--- src/rtl/pc_branch_unit.sv ---
// Program counter and branch-resolution unit with RUN/FLUSH/TRAP sequencing.
// Optional branch statistics counters are enabled by defining BRANCH_STATS_EN.
module pc_branch_unit #(
    parameter logic [31:0] RESET_PC = 32'h0000_0000
) (
    input  logic        clk,
    input  logic        rst,
    input  logic        stall,
    input  logic        inst_valid,
    input  logic        is_branch,
    input  logic        is_jal,
    input  logic        is_jalr,
    input  logic [2:0]  funct3,
    input  logic        BrEq,
    input  logic        BrLT,
    output logic        BrUn,
    input  logic [31:0] imm,
    input  logic [31:0] rs1,
    output logic [31:0] pc,
    output logic        taken,
    output logic [31:0] target,
    output logic        flush,
    output logic        misalign_err
`ifdef BRANCH_STATS_EN
    ,
    output logic [31:0] br_count,
    output logic [31:0] br_taken_count
`endif
);

    typedef enum logic [1:0] {ST_RUN, ST_FLUSH, ST_TRAP} state_t;

    state_t      state_q, state_d;
    logic [31:0] pc_q, pc_d;
    logic        flush_q, flush_d;
    logic        err_q, err_d;
    logic        cond_true;
    logic [31:0] jalr_sum;

    assign BrUn = is_branch & funct3[1];

    always_comb begin
        cond_true = 1'b0;
        case (funct3)
            3'b000:          cond_true = BrEq;
            3'b001:          cond_true = ~BrEq;
            3'b100, 3'b110:  cond_true = BrLT;
            3'b101, 3'b111:  cond_true = ~BrLT;
            default:         cond_true = 1'b0;
        endcase
    end

    always_comb begin
        jalr_sum = rs1 + imm;
        target   = pc_q + imm;
        if (!is_jal && is_jalr) begin
            target = {jalr_sum[31:1], 1'b0};
        end
        taken = (state_q == ST_RUN) && inst_valid &&
                (is_jal || is_jalr || (is_branch && cond_true));
    end

    always_comb begin
        state_d = state_q;
        pc_d    = pc_q;
        err_d   = err_q;
        if (rst) begin
            state_d = ST_RUN;
            pc_d    = RESET_PC;
            err_d   = 1'b0;
        end else if (!stall) begin
            case (state_q)
                ST_RUN: begin
                    if (!taken) begin
                        pc_d = pc_q + 32'd4;
                    end else if (target[1:0] == 2'b00) begin
                        pc_d    = target;
                        state_d = ST_FLUSH;
                    end else begin
                        err_d   = 1'b1;
                        state_d = ST_TRAP;
                    end
                end
                ST_FLUSH: begin
                    pc_d    = pc_q + 32'd4;
                    state_d = ST_RUN;
                end
                default: begin
                    state_d = ST_TRAP;
                end
            endcase
        end
        flush_d = (state_d == ST_FLUSH);
    end

`ifdef BRANCH_STATS_EN
    logic [31:0] br_count_q, br_count_d;
    logic [31:0] br_taken_q, br_taken_d;
    logic        commit;

    // JAL/JALR outrank is_branch, so a simultaneous JAL is not a conditional branch take.
    always_comb begin
        commit     = !rst && !stall && (state_q == ST_RUN) && inst_valid;
        br_count_d = br_count_q;
        br_taken_d = br_taken_q;
        if (rst) begin
            br_count_d = '0;
            br_taken_d = '0;
        end else if (commit && is_branch) begin
            br_count_d = br_count_q + 32'd1;
            if (!is_jal && !is_jalr && cond_true) begin
                br_taken_d = br_taken_q + 32'd1;
            end
        end
    end

    always_ff @(posedge clk) begin
        br_count_q <= br_count_d;
        br_taken_q <= br_taken_d;
    end

    assign br_count       = br_count_q;
    assign br_taken_count = br_taken_q;
`endif

    always_ff @(posedge clk) begin
        state_q <= state_d;
        pc_q    <= pc_d;
        flush_q <= flush_d;
        err_q   <= err_d;
    end

    assign pc           = pc_q;
    assign flush        = flush_q;
    assign misalign_err = err_q;

endmodule

--- config.mk ---
export PLATFORM = sky130hd
export DESIGN_NAME = pc_branch_unit
export DESIGN_NICKNAME = d
export VERILOG_FILES = /design/src/rtl/pc_branch_unit.sv
export SDC_FILE = /design/constraint.sdc
export NUM_CORES = 1
export LEC_CHECK = 0
export BUFFER_PORTS_ARGS = -buffer_cell sky130_fd_sc_hd__buf_2
export CAP_MARGIN = 15
export CORE_MARGIN = 2
export CORE_UTILIZATION = 27
export DETAILED_ROUTE_END_ITERATION = 10
export SETUP_SLACK_MARGIN = 0.02
export SLEW_MARGIN = 40
export SYNTH_ARGS = -nofsm -noshare
export SYNTH_HDL_FRONTEND = slang
export SYNTH_SLANG_ARGS = --single-unit
--- constraint.sdc ---
create_clock -name clk -period 2.84 [get_ports clk]
set_clock_uncertainty 0.15 [all_clocks]
set_input_delay 0.142 -clock clk [delete_from_list [all_inputs] [get_ports clk]]
set_output_delay 0.142 -clock clk [all_outputs]
set_load 0.02 [all_outputs]
# Word-level counts from Yosys, hierarchy flattened
# Cells that the tools add are included.
# W data, S select, Z words.
dict set report totals {
  rom_bits 0
  latchBits 0
  in_bits 76
  regBits 36
  ramBits 0
  mem_count 0
  out_inout_bits 68
  word_cells 45
}
dict set report op_classes {
  mux 10
  mul 0
  n_reduce_logical 15
  shift 0
  eq_ne 8
  bitwise 5
  div 0
  n_lt_le_gt_ge 0
  addsub 3
}
# op n
set op_table {}
lappend op_table {{$mux W32} 3}
lappend op_table {{$add A32 B32 Y32} 2}
lappend op_table {{$pmux W32 S2} 1}
lappend op_table {{$add A32 B3 Y32 const B} 1}
lappend op_table {{$eq A3 B3 Y1 const B} 4}
lappend op_table {{$mux W2} 4}
lappend op_table {{$eq A2 B1 Y1 const B} 2}
lappend op_table {{$logic_and A1 B1 Y1} 4}
lappend op_table {{$logic_not A2 Y1} 2}
lappend op_table {{$not A1 Y1} 4}
lappend op_table {{$pmux W1 S4} 1}
lappend op_table {{$pmux W2 S2} 1}
lappend op_table {{$reduce_and A4 Y1} 1}
lappend op_table {{$reduce_or A2 Y1} 2}
lappend op_table {{$eq A3 B1 Y1 const B} 1}
lappend op_table {{$logic_not A3 Y1} 1}
lappend op_table {{$ne A3 B2 Y1 const B} 1}
lappend op_table {{$reduce_and A3 Y1} 1}
lappend op_table {{$logic_or A1 B1 Y1} 2}
lappend op_table {{$reduce_bool A2 Y1} 1}
lappend op_table {{$and A1 B1 Y1} 1}
lappend op_table {{$logic_not A1 Y1} 1}

# Depth between registers and ports, before layout
dict set report depth {
  depth_word 11
  ltp_mapped 12
}

# Least setup slack after synthesis
# No wires, ideal clock.
dict set report synth_timing {
  kind {flip-flop to flip-flop}
  startpoint {reg pc_q[13] (netlist: pc[13])}
  endpoint {reg pc_q[31] (netlist: pc[31])}
  path_slack_ps -117
  arrival_time_ps 2746
  path_buffers 0
  t_required_ps 2629
  synth_period_minus_slack_ps 2957
  stages_incl_launch_ff 11
  cell_sequence {dfxtp_1 ha_1 a21oi_1 o21ai_0 a21o_1 a2111oi_2 o211ai_2 a21oi_1 nor4b_2 xnor2_1 o221a_1}
}
dict set report synth_via {
  elab_chain_len 5
  word_cells_on_any_way 6
  classes_between {add/sub: 2; mux: 4}
}
# item line
set synth_lines {}
lappend synth_lines {{from (decl)} 34} ;# logic [31:0] pc_q, pc_d;
lappend synth_lines {{from (signal assigned)} 128} ;# pc_q <= pc_d;
lappend synth_lines {{$add A32 B32 Y32} 55} ;# target = pc_q + imm;
lappend synth_lines {{$mux W32} 56} ;# if (!is_jal && is_jalr) begin
lappend synth_lines {{named net target[31]} 21} ;# output logic [31:0] target,
lappend synth_lines {{$mux W32} 76} ;# end else if (target[1:0] == 2'b00) begin
lappend synth_lines {{$mux W32} 74} ;# if (!taken) begin
lappend synth_lines {{$pmux W32 S2} 72} ;# case (state_q)
# The timed path passes the listed nets, and every way through them passes these cells. The select of a mux whose other input is x is not followed.
# A chain may end at the register's enable or synchronous reset.

# Worst setup path after layout
dict set report layout_timing {
  startpoint {reg pc_q[0] (netlist: pc[0])}
  endpoint {out target[22]}
}
dict set report layout_via {
  elab_chain_len 2
}
# item line
set layout_lines {}
lappend layout_lines {{$add A32 B32 Y32} 55}
lappend layout_lines {{$mux W32} 56}
lappend layout_lines {{to (decl)} 21}
# No other way between the ends.

==> impl_metrics.py <==
metrics = {
    "outcome": {
        "status": "finished with violations",
        "violations": "setup timing",
    },
    "die": {
        "die_h_um": 151.7,
        "io_pins": 144,
        "die_area_mm2": 0.02301,
        "rows": 54,
        "start_util": 0.2723,
        "core_area_mm2": 0.02162,
        "die_w_um": 151.7,
    },
    "hold_path": {
        "worstHoldStart": "stall",
        "holdCritPathClass": "in2reg",
        "whs_path_depth": 3,
        "whs_endpoint": "state_q[0]",
    },
    "setup_path": {
        "cp_slowest_stage_delay_ns": 0.36,
        "cp_max_fo": 3,
        "setup.worst_path.end_class": "output port",
        "r2r_setup_slack_ns": -0.17,
        "crit_slowest_cell": "fa_2",
        "critical_path_arrival_ns": 2.89,
        "crit_start": "pc[0]",
        "regToRegStartpoint": "pc[0]",
        "crit_type": "reg2out",
        "path_cells": "ha_4, inv_2, fa_2, nor2b_4, o31ai_4, a211o_1, a211oi_4, buf_4, nor2_2, xnor2_1, o21ai_1, buf_4",
        "start_kind": "register",
        "rr_worst_depth": 13,
        "critical_path_required_ns": 2.55,
        "r2r_end": "pc[22]",
        "crit_path_frequent_cell": "buf_4",
    },
    "place": {
        "gp_congestion": 0.8946,
        "place_ws_ns": -0.3204,
        "dpl_cell_area_mm2": 0.007835,
        "dp_hpwl_um": 18820,
        "io_buffers": 143,
    },
    "finish": {
        "area_growth_pct": 49.38,
        "stdcell_area_mm2": 0.008796,
        "fin_util": 0.4068,
        "final_layout_size_suffix_gt1_frac": 0.3873,
        "fin_nets": 1227,
        "n_antenna_cell": 0,
    },
    "pwr": {
        "peakVddDrop_v": 0.0001692,
        "p_per_area_mw_per_mm2": 348.4,
        "power_w": 0.003064,
        "p_leak_nw": 4.049,
    },
    "synthesis": {
        "synthCells": 828,
        "syn-num-nets": 968,
        "ys_ff_latch": 36,
        "synth_seq_area_share": 0.1224,
        "synth_edf_count": 0,
        "ys_warn_count": 0,
        "synthesis.area_mm2": 0.005888,
        "synth_area_leader_cell": "ha_1",
        "synth_flop_cell": "dfxtp_1",
        "yosysTopAreaCellShare": 0.1317,
        "async_flop_share": 0,
        "synth.avg_cell_area_um2": 7.111,
        "synthTopCellsByArea": "ha_1 (13%), dfxtp_1 (12%), a21oi_1 (8.7%)",
        "post_synth_num_cell_types": 78,
    },
    "sta": {
        "worst_slack_ns": -0.3407,
        "period_share": 1.120,
        "finalCriticalPeriod_ns": 3.181,
        "rsz0062_at_grt": "yes",
        "totalNegativeSetupSlack_ns": -3.577,
        "final-max-slew-violation-count": 0,
        "fmaxAchievable_mhz": 314.4,
        "hold_violations": 0,
        "worst_pin_slew_ns": 0.6152,
        "relSlewSlack": 0.5864,
        "setup-violations-final": 23,
    },
    "detailed_routing": {
        "drt_iter0_drc": 458,
        "wl_um": 23240,
        "drc": 0,
        "vias": 7182,
        "wl_per_cell_um": 17.00,
        "drtAntennaViolNets": 0,
        "drt-vias-per-instance": 5.254,
        "dr.pass1.iters": 5,
    },
    "clock_tree": {
        "clkTransAtPathRegs_ns": 0.06,
        "numCtsBuffers": 5,
        "cts_hold_buf": 0,
        "clkLatencyLatePin_ns": 0.29,
        "root_buffer": "clkbuf_16",
        "cts_tree": "built",
        "htree_levels": 2,
        "clock-sinks": 36,
        "clk_path_buf_depth": 2,
    },
    "global_route": {
        "grt_pass1_vias": 6899,
        "grt_overflow": 0,
        "antenna_found_initial": 0,
        "grt_max_degree": 36,
        "grt_pass1_wl_um": 35940,
        "track_usage": 0.1983,
    },
    "job": {
        "maxCapViolations": 0,
    },
}
## how the worst max path moves through the flow
stage | slack [ns] | depth (start not counted) | to
final | -0.34 | 12 | target[22]
after global routing | -0.41 | 13 | target[30]
after CTS | -0.30 | 13 | target[30]
after detailed placement | -0.32 | 12 | target[29]
after global placement | -0.34 | 12 | target[29]
after floorplan | -0.02 | 11 | pc[31]
## sequential cells by signal, indices dropped and copies added, names as in the netlist
name          cells
state_q           2
misalign_err      1
pc               32
flush             1
## final cells by class
class | count | area [um^2]
clock buffers | 7 | 152.6
fillers | 2237 | 12820
inverters | 27 | 101.3
multi-input cells | 716 | 5440
flip-flops and latches | 36 | 730.7
well taps | 280 | 350.3
repair buffers | 301 | 2021
## critical path: cells and delay by family (launching register included)
family                   cells  cell delay (ns)
XOR/XNOR                     1             0.15
adder cells (fa/ha/maj)      2             0.49
AND/OR/NAND/NOR              2             0.20
buffers and inverters        3             0.39
flip-flops                   1             0.34
AO/OA/AOI/OAI                4             1.02
## report_power, final
part	total [W]	switching, W	internal (W)
Combinational	0.00191	0.00106	0.000852
Clock	0.000588	0.000220	0.000368
Sequential	0.000563	0.0000285	0.000535
## cells in the final DEF, fill, tap and decap left out, types with 9 or more instances in the layout
cell     count
o21a_1       9
buf_4      157
and2_1      11
o21ai_0     40
nor2_1      64
a31oi_1     10
xnor2_1     39
nand2_1     86
a21oi_2     15
nand4_1     27
xor2_1      25
a21oi_1     86
ha_4        10
buf_2      126
nor3_1      14
ha_1        51
nand3_1     20
dfxtp_1     28
buf_6       17
inv_1       25
a21o_1      28
## synthesized netlist by cell type (8+ instances only)
cell type  count
a21oi_1      102
nand2_1       91
nor2_1        67
ha_1          62
o21ai_0       49
xnor2_1       43
dfxtp_1       36
clkbuf_1      34
a21o_1        28
nand4_1       27
inv_1         26
xor2_1        25
nand3_1       21
nor3_1        17
and2_1        14
a31oi_1       12
o21a_1        10
buf_2          9
o21bai_1       9
and3_1         8
mux2i_1        8
nor4_1         8
## cell families (layout without fill, tap and decap cells)
group,count (synthesis),after routing,synth area share
AOI/OAI and AO/OA,293,293,0.3387
xor gates and xnor gates,68,68,0.1011
adders and majority gates,64,64,0.1385
buffers and inverters,76,335,0.05355
DFF,36,36,0.1224
muxes,9,9,0.01551
and+or+nand+nor,282,282,0.2301
## per-layer routing
metal  track usage  vias up  routed length (um)
met3       0.02036       42                1181
met5             0        -                   0
li1              -     3591                   -
met4       0.06250        0                 658
met1        0.2703     3337               10800
met2        0.3284      212               10600
## timing repair
item                       4_1_cts  5_1_grt
setup endpoints to repair       42       45
buffers inserted                17        6
resized for setup               98       45
pin swaps                       41       37
## metrics by stage
step                hold slack, ns  instances
floorplan                   0.1518        828
global placement            0.3186       1342
detailed placement          0.3334       1342
CTS                        0.03731       1363
global route               0.06432       1367
finish                     0.03578       1367
Power figures use the tool's default switching activity.
